## src/rtl/apb_seq_pkg.sv

```systemverilog
// Shared types for the APB sequencing master: FSM states, command op codes
// and response error codes.
package apb_seq_pkg;

  typedef enum logic [2:0] {
    IDLE   = 3'd0,
    SETUP  = 3'd1,
    ACCESS = 3'd2,
    GAP    = 3'd3,
    RESP   = 3'd4
  } state_e;

  typedef enum logic [1:0] {
    OP_READ  = 2'b00,
    OP_WRITE = 2'b01,
    OP_POLL  = 2'b10,
    OP_RSVD  = 2'b11
  } op_e;

  typedef enum logic [1:0] {
    ERR_OK      = 2'b00,
    ERR_SLVERR  = 2'b01,
    ERR_TIMEOUT = 2'b10,
    ERR_POLL    = 2'b11
  } err_e;

endpackage

```

## src/rtl/apb_seq_master_if.sv

```systemverilog
// Command, response and APB bus signals of the sequencing master.
// The master modport is the design's view, slave is the environment's view.
interface apb_seq_master_if #(
  parameter int ADDR_WIDTH = 8,
  parameter int DATA_WIDTH = 32
);
  logic                  cmd_valid;
  logic                  cmd_ready;
  logic [1:0]            cmd_op;
  logic [ADDR_WIDTH-1:0] cmd_addr;
  logic [DATA_WIDTH-1:0] cmd_wdata;
  logic [DATA_WIDTH-1:0] cmd_mask;

  logic                  rsp_valid;
  logic                  rsp_ready;
  logic [DATA_WIDTH-1:0] rsp_rdata;
  logic [1:0]            rsp_err;

  logic                  PSEL;
  logic                  PENABLE;
  logic                  PWRITE;
  logic [ADDR_WIDTH-1:0] PADDR;
  logic [DATA_WIDTH-1:0] PWDATA;
  logic [DATA_WIDTH-1:0] PRDATA;
  logic                  PREADY;
  logic                  PSLVERR;

  modport master (
    input  cmd_valid, cmd_op, cmd_addr, cmd_wdata, cmd_mask,
    output cmd_ready,
    output rsp_valid, rsp_rdata, rsp_err,
    input  rsp_ready,
    output PSEL, PENABLE, PWRITE, PADDR, PWDATA,
    input  PRDATA, PREADY, PSLVERR
  );

  modport slave (
    output cmd_valid, cmd_op, cmd_addr, cmd_wdata, cmd_mask,
    input  cmd_ready,
    input  rsp_valid, rsp_rdata, rsp_err,
    output rsp_ready,
    input  PSEL, PENABLE, PWRITE, PADDR, PWDATA,
    output PRDATA, PREADY, PSLVERR
  );
endinterface

```

## src/rtl/apb_seq_wdog.sv

```systemverilog
// Wait-cycle watchdog: counts ACCESS cycles with PREADY low and flags the
// cycle on which the count reaches TIMEOUT_CYCLES (0 disables it).
module apb_seq_wdog #(
  parameter int TIMEOUT_CYCLES = 255
) (
  input  logic SYSCLK_apb,
  input  logic PRESETN,
  input  logic load,
  input  logic count,
  output logic expire
);
  localparam int CW    = (TIMEOUT_CYCLES < 2) ? 1 : $clog2(TIMEOUT_CYCLES + 1);
  localparam int LIMIT = (TIMEOUT_CYCLES == 0) ? 0 : TIMEOUT_CYCLES - 1;

  logic [CW-1:0] wait_cnt;

  // expire fires on the wait cycle whose increment would reach the limit
  assign expire = (TIMEOUT_CYCLES != 0) && count && (wait_cnt == CW'(LIMIT));

  always_ff @(posedge SYSCLK_apb or negedge PRESETN) begin
    if (!PRESETN) begin
      wait_cnt <= '0;
    end else if (load) begin
      wait_cnt <= '0;
    end else if (count && !expire && (TIMEOUT_CYCLES != 0)) begin
      wait_cnt <= wait_cnt + 1'b1;
    end
  end
endmodule

```

## src/rtl/apb_seq_master.sv

```systemverilog
// Command-driven APB master: single read/write transfers and polled reads
// that repeat until (PRDATA & mask) == (wdata & mask) or POLL_MAX attempts.
module apb_seq_master
  import apb_seq_pkg::*;
#(
  parameter int ADDR_WIDTH     = 8,
  parameter int DATA_WIDTH     = 32,
  parameter int TIMEOUT_CYCLES = 255,
  parameter int POLL_MAX       = 1023
) (
  input logic              SYSCLK_apb,
  input logic              PRESETN,
  apb_seq_master_if.master bus
);
  state_e                state;
  op_e                   op_q;
  logic [DATA_WIDTH-1:0] wdata_q;
  logic [DATA_WIDTH-1:0] mask_q;
  logic [15:0]           poll_cnt;
  logic                  wd_load;
  logic                  wd_count;
  logic                  wd_expire;
  logic                  poll_hit;

  assign wd_load  = (state == SETUP);
  assign wd_count = (state == ACCESS) && !bus.PREADY;
  assign poll_hit = ((bus.PRDATA & mask_q) == (wdata_q & mask_q));

  apb_seq_wdog #(.TIMEOUT_CYCLES(TIMEOUT_CYCLES)) u_wdog (
    .SYSCLK_apb(SYSCLK_apb),
    .PRESETN   (PRESETN),
    .load      (wd_load),
    .count     (wd_count),
    .expire    (wd_expire)
  );

  always_ff @(posedge SYSCLK_apb or negedge PRESETN) begin
    if (!PRESETN) begin
      state         <= IDLE;
      op_q          <= OP_READ;
      wdata_q       <= '0;
      mask_q        <= '0;
      poll_cnt      <= '0;
      bus.cmd_ready <= 1'b0;
      bus.rsp_valid <= 1'b0;
      bus.rsp_rdata <= '0;
      bus.rsp_err   <= ERR_OK;
      bus.PSEL      <= 1'b0;
      bus.PENABLE   <= 1'b0;
      bus.PWRITE    <= 1'b0;
      bus.PADDR     <= '0;
      bus.PWDATA    <= '0;
    end else begin
      case (state)
        IDLE: begin
          if (bus.cmd_ready && bus.cmd_valid) begin
            bus.cmd_ready <= 1'b0;
            op_q          <= op_e'(bus.cmd_op);
            wdata_q       <= bus.cmd_wdata;
            mask_q        <= bus.cmd_mask;
            poll_cnt      <= 16'd1;
            if (bus.cmd_op == OP_RSVD) begin
              state         <= RESP;
              bus.rsp_valid <= 1'b1;
              bus.rsp_err   <= ERR_SLVERR;
              bus.rsp_rdata <= '0;
            end else begin
              state       <= SETUP;
              bus.PSEL    <= 1'b1;
              bus.PENABLE <= 1'b0;
              bus.PADDR   <= ADDR_WIDTH'(bus.cmd_addr);
              bus.PWRITE  <= (bus.cmd_op == OP_WRITE);
              bus.PWDATA  <= (bus.cmd_op == OP_WRITE) ? bus.cmd_wdata : '0;
            end
          end else begin
            bus.cmd_ready <= 1'b1;
          end
        end
        SETUP: begin
          state       <= ACCESS;
          bus.PENABLE <= 1'b1;
        end
        ACCESS: begin
          if (bus.PREADY) begin
            bus.PENABLE <= 1'b0;
            if (op_q == OP_POLL && !bus.PSLVERR && !poll_hit &&
                poll_cnt < 16'(POLL_MAX)) begin
              state    <= GAP;
              bus.PSEL <= 1'b0;
              poll_cnt <= poll_cnt + 16'd1;
            end else begin
              state         <= RESP;
              bus.PSEL      <= 1'b0;
              bus.rsp_valid <= 1'b1;
              bus.rsp_rdata <= (op_q == OP_WRITE) ? '0 : bus.PRDATA;
              if (bus.PSLVERR)
                bus.rsp_err <= ERR_SLVERR;
              else if (op_q == OP_POLL && !poll_hit)
                bus.rsp_err <= ERR_POLL;
              else
                bus.rsp_err <= ERR_OK;
            end
          end else if (wd_expire) begin
            state         <= RESP;
            bus.PSEL      <= 1'b0;
            bus.PENABLE   <= 1'b0;
            bus.rsp_valid <= 1'b1;
            bus.rsp_rdata <= '0;
            bus.rsp_err   <= ERR_TIMEOUT;
          end
        end
        GAP: begin
          state    <= SETUP;
          bus.PSEL <= 1'b1;
        end
        RESP: begin
          if (bus.rsp_ready) begin
            state         <= IDLE;
            bus.rsp_valid <= 1'b0;
            bus.cmd_ready <= 1'b1;
          end
        end
        default: state <= IDLE;
      endcase
    end
  end
endmodule

```

## src/flat_wrapper.sv

```systemverilog
// flat-port wrapper written by rule: the top's interface ports become plain ports
module apb_seq_master_flat import apb_seq_pkg::*;
#(
  parameter int ADDR_WIDTH     = 8,
  parameter int DATA_WIDTH     = 32,
  parameter int TIMEOUT_CYCLES = 255,
  parameter int POLL_MAX       = 1023
)
  (SYSCLK_apb, PRESETN, bus_cmd_valid, bus_cmd_op, bus_cmd_addr, bus_cmd_wdata, bus_cmd_mask, bus_cmd_ready, bus_rsp_valid, bus_rsp_rdata, bus_rsp_err, bus_rsp_ready, bus_PSEL, bus_PENABLE, bus_PWRITE, bus_PADDR, bus_PWDATA, bus_PRDATA, bus_PREADY, bus_PSLVERR);
  apb_seq_master_if #(.ADDR_WIDTH(ADDR_WIDTH), .DATA_WIDTH(DATA_WIDTH)) bus_i ();
  input logic SYSCLK_apb;
  input logic PRESETN;
  input wire logic [$bits(bus_i.cmd_valid)-1:0] bus_cmd_valid;
  input wire logic [$bits(bus_i.cmd_op)-1:0] bus_cmd_op;
  input wire logic [$bits(bus_i.cmd_addr)-1:0] bus_cmd_addr;
  input wire logic [$bits(bus_i.cmd_wdata)-1:0] bus_cmd_wdata;
  input wire logic [$bits(bus_i.cmd_mask)-1:0] bus_cmd_mask;
  output wire logic [$bits(bus_i.cmd_ready)-1:0] bus_cmd_ready;
  output wire logic [$bits(bus_i.rsp_valid)-1:0] bus_rsp_valid;
  output wire logic [$bits(bus_i.rsp_rdata)-1:0] bus_rsp_rdata;
  output wire logic [$bits(bus_i.rsp_err)-1:0] bus_rsp_err;
  input wire logic [$bits(bus_i.rsp_ready)-1:0] bus_rsp_ready;
  output wire logic [$bits(bus_i.PSEL)-1:0] bus_PSEL;
  output wire logic [$bits(bus_i.PENABLE)-1:0] bus_PENABLE;
  output wire logic [$bits(bus_i.PWRITE)-1:0] bus_PWRITE;
  output wire logic [$bits(bus_i.PADDR)-1:0] bus_PADDR;
  output wire logic [$bits(bus_i.PWDATA)-1:0] bus_PWDATA;
  input wire logic [$bits(bus_i.PRDATA)-1:0] bus_PRDATA;
  input wire logic [$bits(bus_i.PREADY)-1:0] bus_PREADY;
  input wire logic [$bits(bus_i.PSLVERR)-1:0] bus_PSLVERR;
  assign bus_i.cmd_valid = bus_cmd_valid;
  assign bus_i.cmd_op = bus_cmd_op;
  assign bus_i.cmd_addr = bus_cmd_addr;
  assign bus_i.cmd_wdata = bus_cmd_wdata;
  assign bus_i.cmd_mask = bus_cmd_mask;
  assign bus_cmd_ready = bus_i.cmd_ready;
  assign bus_rsp_valid = bus_i.rsp_valid;
  assign bus_rsp_rdata = bus_i.rsp_rdata;
  assign bus_rsp_err = bus_i.rsp_err;
  assign bus_i.rsp_ready = bus_rsp_ready;
  assign bus_PSEL = bus_i.PSEL;
  assign bus_PENABLE = bus_i.PENABLE;
  assign bus_PWRITE = bus_i.PWRITE;
  assign bus_PADDR = bus_i.PADDR;
  assign bus_PWDATA = bus_i.PWDATA;
  assign bus_i.PRDATA = bus_PRDATA;
  assign bus_i.PREADY = bus_PREADY;
  assign bus_i.PSLVERR = bus_PSLVERR;
  apb_seq_master #(.ADDR_WIDTH(ADDR_WIDTH), .DATA_WIDTH(DATA_WIDTH), .TIMEOUT_CYCLES(TIMEOUT_CYCLES), .POLL_MAX(POLL_MAX)) u_core (.SYSCLK_apb(SYSCLK_apb), .PRESETN(PRESETN), .bus(bus_i));
endmodule
```

## config.mk

```make
export PLATFORM = sky130hd
export DESIGN_NAME = apb_seq_master_flat
export DESIGN_NICKNAME = d
export VERILOG_FILES = /design/src/rtl/apb_seq_pkg.sv /design/src/rtl/apb_seq_master_if.sv /design/src/rtl/apb_seq_wdog.sv /design/src/rtl/apb_seq_master.sv /design/src/flat_wrapper.sv
export SDC_FILE = /design/constraint.sdc
export NUM_CORES = 1
export LEC_CHECK = 0
export BUFFER_PORTS_ARGS = -buffer_cell sky130_fd_sc_hd__buf_4
export CAP_MARGIN = 25
export CORE_ASPECT_RATIO = 1.2
export CORE_MARGIN = 2
export CORE_UTILIZATION = 57
export DETAILED_ROUTE_END_ITERATION = 8
export PLACE_DENSITY = 0.94
export SKIP_LAST_GASP = 1
export SYNTH_ARGS = -nofsm -noshare
export SYNTH_HDL_FRONTEND = slang
export SYNTH_SLANG_ARGS = --single-unit
```

## constraint.sdc

```tcl
create_clock -name SYSCLK_apb -period 4.25 [get_ports SYSCLK_apb]
set_input_delay 0.425 -clock SYSCLK_apb [delete_from_list [all_inputs] [get_ports SYSCLK_apb]]
set_output_delay 0.425 -clock SYSCLK_apb [all_outputs]
set_load 0.01 [all_outputs]
```

==> results.md <==
* Status: finished, final reports clean
* Fillers at 854
* Final setup margin at 1.17 ns
* NetSw at 2.23 mW
* Inst Count DP at 1057
* Longest Clk Path Bufs at 2
* Syn. warnings at 0
* Synth Register Bits at 172
* Max-slew headroom at 36.5%
* Tmin final at 3.08 ns
* Port-buffer cells at 190
* Max Clock Skew at 0.00680 ns
* Synthesized area at 7400 um2
* Routed via count at 6006
* Root Buffer: clkbuf_16
* RSZ-0062 raised after global routing: no
* Clock transition at path regs at 0.06 ns
* Startpoint types: flop
* Crit end category: flop
* Syn Nets at 849
* Commonest non-fill, non-tap cell in the layout: nand2_1
* DRT antenna net count at 0
* Setup CP Type: flop to flop
* Sequential cell area fraction in the yosys report at 58.2%
* Post-CTS setup buffer count at 0
* Critical Path AT at 3.41 ns
* Max Cap Viol at 0
* Netlist cell types at 39
* Place WS at 1.07 ns
* Clock power frac at 23.7%
* # hold bufs at CTS at 0
* DRC at 0
* Final cell count without fillers at 1089
* Total I/O pin count at 191
* Int Power at 4.03 mW
* Fin nets at 1027
* Cts repair resizes at 0
* DR pass1 iterations at 5
* Total GRT Usage at 29.2%
* DR WL/cell at 17.8 um
* Pwr Density at 661 nW/um2
* Endpoints failing hold at 0
* Largest net degree at the start of global routing at 99
* Initial DRC Count at 467
* CTS H-tree lvls at 4
* Commonest non-fill, non-tap cells in the layout: nand2_1 (241), buf_4 (194), dfrtp_1 (172), inv_1 (38), xor2_1 (36)
* Critical Path Source: u_core.wdata_q[8]
* Global route overflow at 0
* Antenna violations before repair at 0
* # diodes at 0
* Hpwl dp at 13.1 mm
* Critical-path maximum fanout at 22
* Post-synth EDFFs at 0
* Die height at 129 um
* Initial Util at 58.4%
* Die W at 108 um
* Fin Setup TNS at 0 ns
* Synthesized instance count at 734
* Number of global-route vias before repair at 6278
* CTS tree: built
* Wirelength, routed at 19.4 mm
* Comb power frac at 35.0%
* Async SR Flop Fraction at 100%
* Period utilization at 72.4%
* Reg-to-Reg Start: u_core.wdata_q[8]
* Row count at 45
* Worst hold path type: primary input to asynchronous set/reset pin
* Final setup viols at 0
* Max Clock Freq at 325 MHz
* Clock insertion delay at the later pin of the skew report at 0.43 ns
* Fraction of layout instances using a drive strength above 1 at 26.2%
* Leakage at 4.80 nW
* Area Overhead vs Synth at 28.1%
* Pins Over Slew Limit at 0
* Die Area at 13900 um2
* Post-synth top flop: dfrtp_1
* Inserted Clock Buffers at 17
* Core footprint at 12700 um2
* First-pass GRT wire length at 31.0 mm
* Worst path required time at 4.59 ns
* Reg power frac at 41.3%
* Placer Congestion at 0.783
* Syn_area_per_cell at 10.1 um2
* Maximum VDD drop at 0.000438 V
* Via density at 5.52
* CTS sink cnt at 172
* Slew @ Worst Pin at 0.949 ns
* Sw Share at 35.6%
logic make-up (layout without fill, tap and decap cells):
family                     count (synthesis)  in the layout  synth area share (%)
AOI/OAI and AO/OA                         86             86                  8.25
xor gates and xnor gates                  37             37                  4.38
adders and majority gates                  3              3                 0.507
buffers and inverters                     75            266                  4.65
DFF                                      172            172                  58.2
muxes                                     44             44                  6.12
and+or+nand+nor                          317            317                  17.9
per-stage QoR:
step	util [%]	total power [mW]	instance area, um2	hold WS [ns]
floorplan	-	3.90	7400	0.129
global placement	70.4	4.65	8920	0.459
detailed placement	70.4	4.77	8920	0.463
CTS	74.8	6.28	9480	0.140
global route	74.8	6.62	9480	0.172
finish	74.8	6.27	9480	0.0916
synth_stat cells (all sizes together), types with 2 or more instances:
| library cell | number | area (um2) |
|---|---|---|
| nand4 | 8 | 50.1 |
| and3 | 2 | 12.5 |
| nand2b | 2 | 12.5 |
| dfrtp | 172 | 4300 |
| mux2i | 34 | 340 |
| nor3 | 3 | 15.0 |
| nor2b | 2 | 12.5 |
| nand3 | 13 | 65.1 |
| nand2 | 242 | 908 |
| nor2 | 21 | 78.8 |
| or3 | 10 | 62.6 |
| clkbuf | 26 | 97.6 |
| a22oi | 16 | 120 |
| a21oi | 14 | 70.1 |
| ha | 3 | 37.5 |
| o22a | 2 | 17.5 |
| o21ai | 17 | 85.1 |
| or4 | 2 | 18.8 |
| buf | 11 | 104 |
| xor2 | 36 | 315 |
| a22o | 32 | 280 |
| and2 | 8 | 50.1 |
| nor4 | 2 | 18.8 |
| mux2 | 10 | 113 |
| inv | 38 | 143 |
sequential cells by signal (all words and copies together), names as in the netlist:
register	flops
u_core.bus.PSEL	1
u_core.mask_q	32
u_core.wdata_q	32
u_core.bus.PENABLE	1
u_core.state	3
u_core.bus.rsp_err	2
u_core.u_wdog.wait_cnt	8
u_core.bus.PADDR	8
u_core.bus.PWRITE	1
u_core.op_q	2
u_core.poll_cnt	16
u_core.bus.rsp_valid	1
u_core.bus.cmd_ready	1
u_core.bus.PWDATA	32
u_core.bus.rsp_rdata	32
power groups by stage:
stage,registers [mW],clock network (mW),logic [mW]
floorplan,2.61,0,1.29
finish,2.59,1.49,2.19
global route,2.64,1.57,2.42
CTS,2.58,1.50,2.20
global placement,2.56,0,2.09
detailed placement,2.59,0,2.19
final timing paths:
| kind | slack, ns | endpoint | cells after the start |
|---|---|---|---|
| worst max register to register | 1.17 | u_core.bus.rsp_rdata[16] | 8 |
| worst min-delay path | 0.09 | u_core.bus.PWDATA[30] | 1 |
| worst max-delay path | 1.17 | u_core.bus.rsp_rdata[16] | 8 |
| max in group asynchronous | 3.25 | u_core.bus.PWDATA[13] | 2 |
| worst min register to register | 0.48 | u_core.mask_q[27] | 2 |
| min in group SYSCLK_apb | 0.19 | u_core.mask_q[8] | 3 |
routing by layer:
layer  track usage, %  vias up  part of all wire, %
li1                 -     2748                    -
met1             36.3     2958                   39
met2             48.9      249                   51
met3             7.29       51                  7.1
met4             12.0        0                  3.4
met5                0        -                    0
critical path, cell delays in order (launching register included):
cell	delay [ns]
dfrtp_1	0.41
xor2_1	0.16
a22oi_1	0.23
nand4_1	0.18
nor4_2	0.45
or4_4	0.33
nor3b_4	0.55
buf_4	0.40
mux2i_1	0.27
area by class of cell:
type | count | area (um2) | share of cell area, %
Clock buffer | 26 | 499 | 5.27
Timing Repair Buffer | 196 | 1490 | 15.7
Tap cell | 164 | 205 | 2.17
Inverter | 38 | 143 | 1.51
Multi-Input combinational cell | 487 | 2780 | 29.3
Clock inverter | 6 | 60.1 | 0.634
Sequential cell | 172 | 4300 | 45.4
No activity file was read; power rests on OpenSTA's default activity.
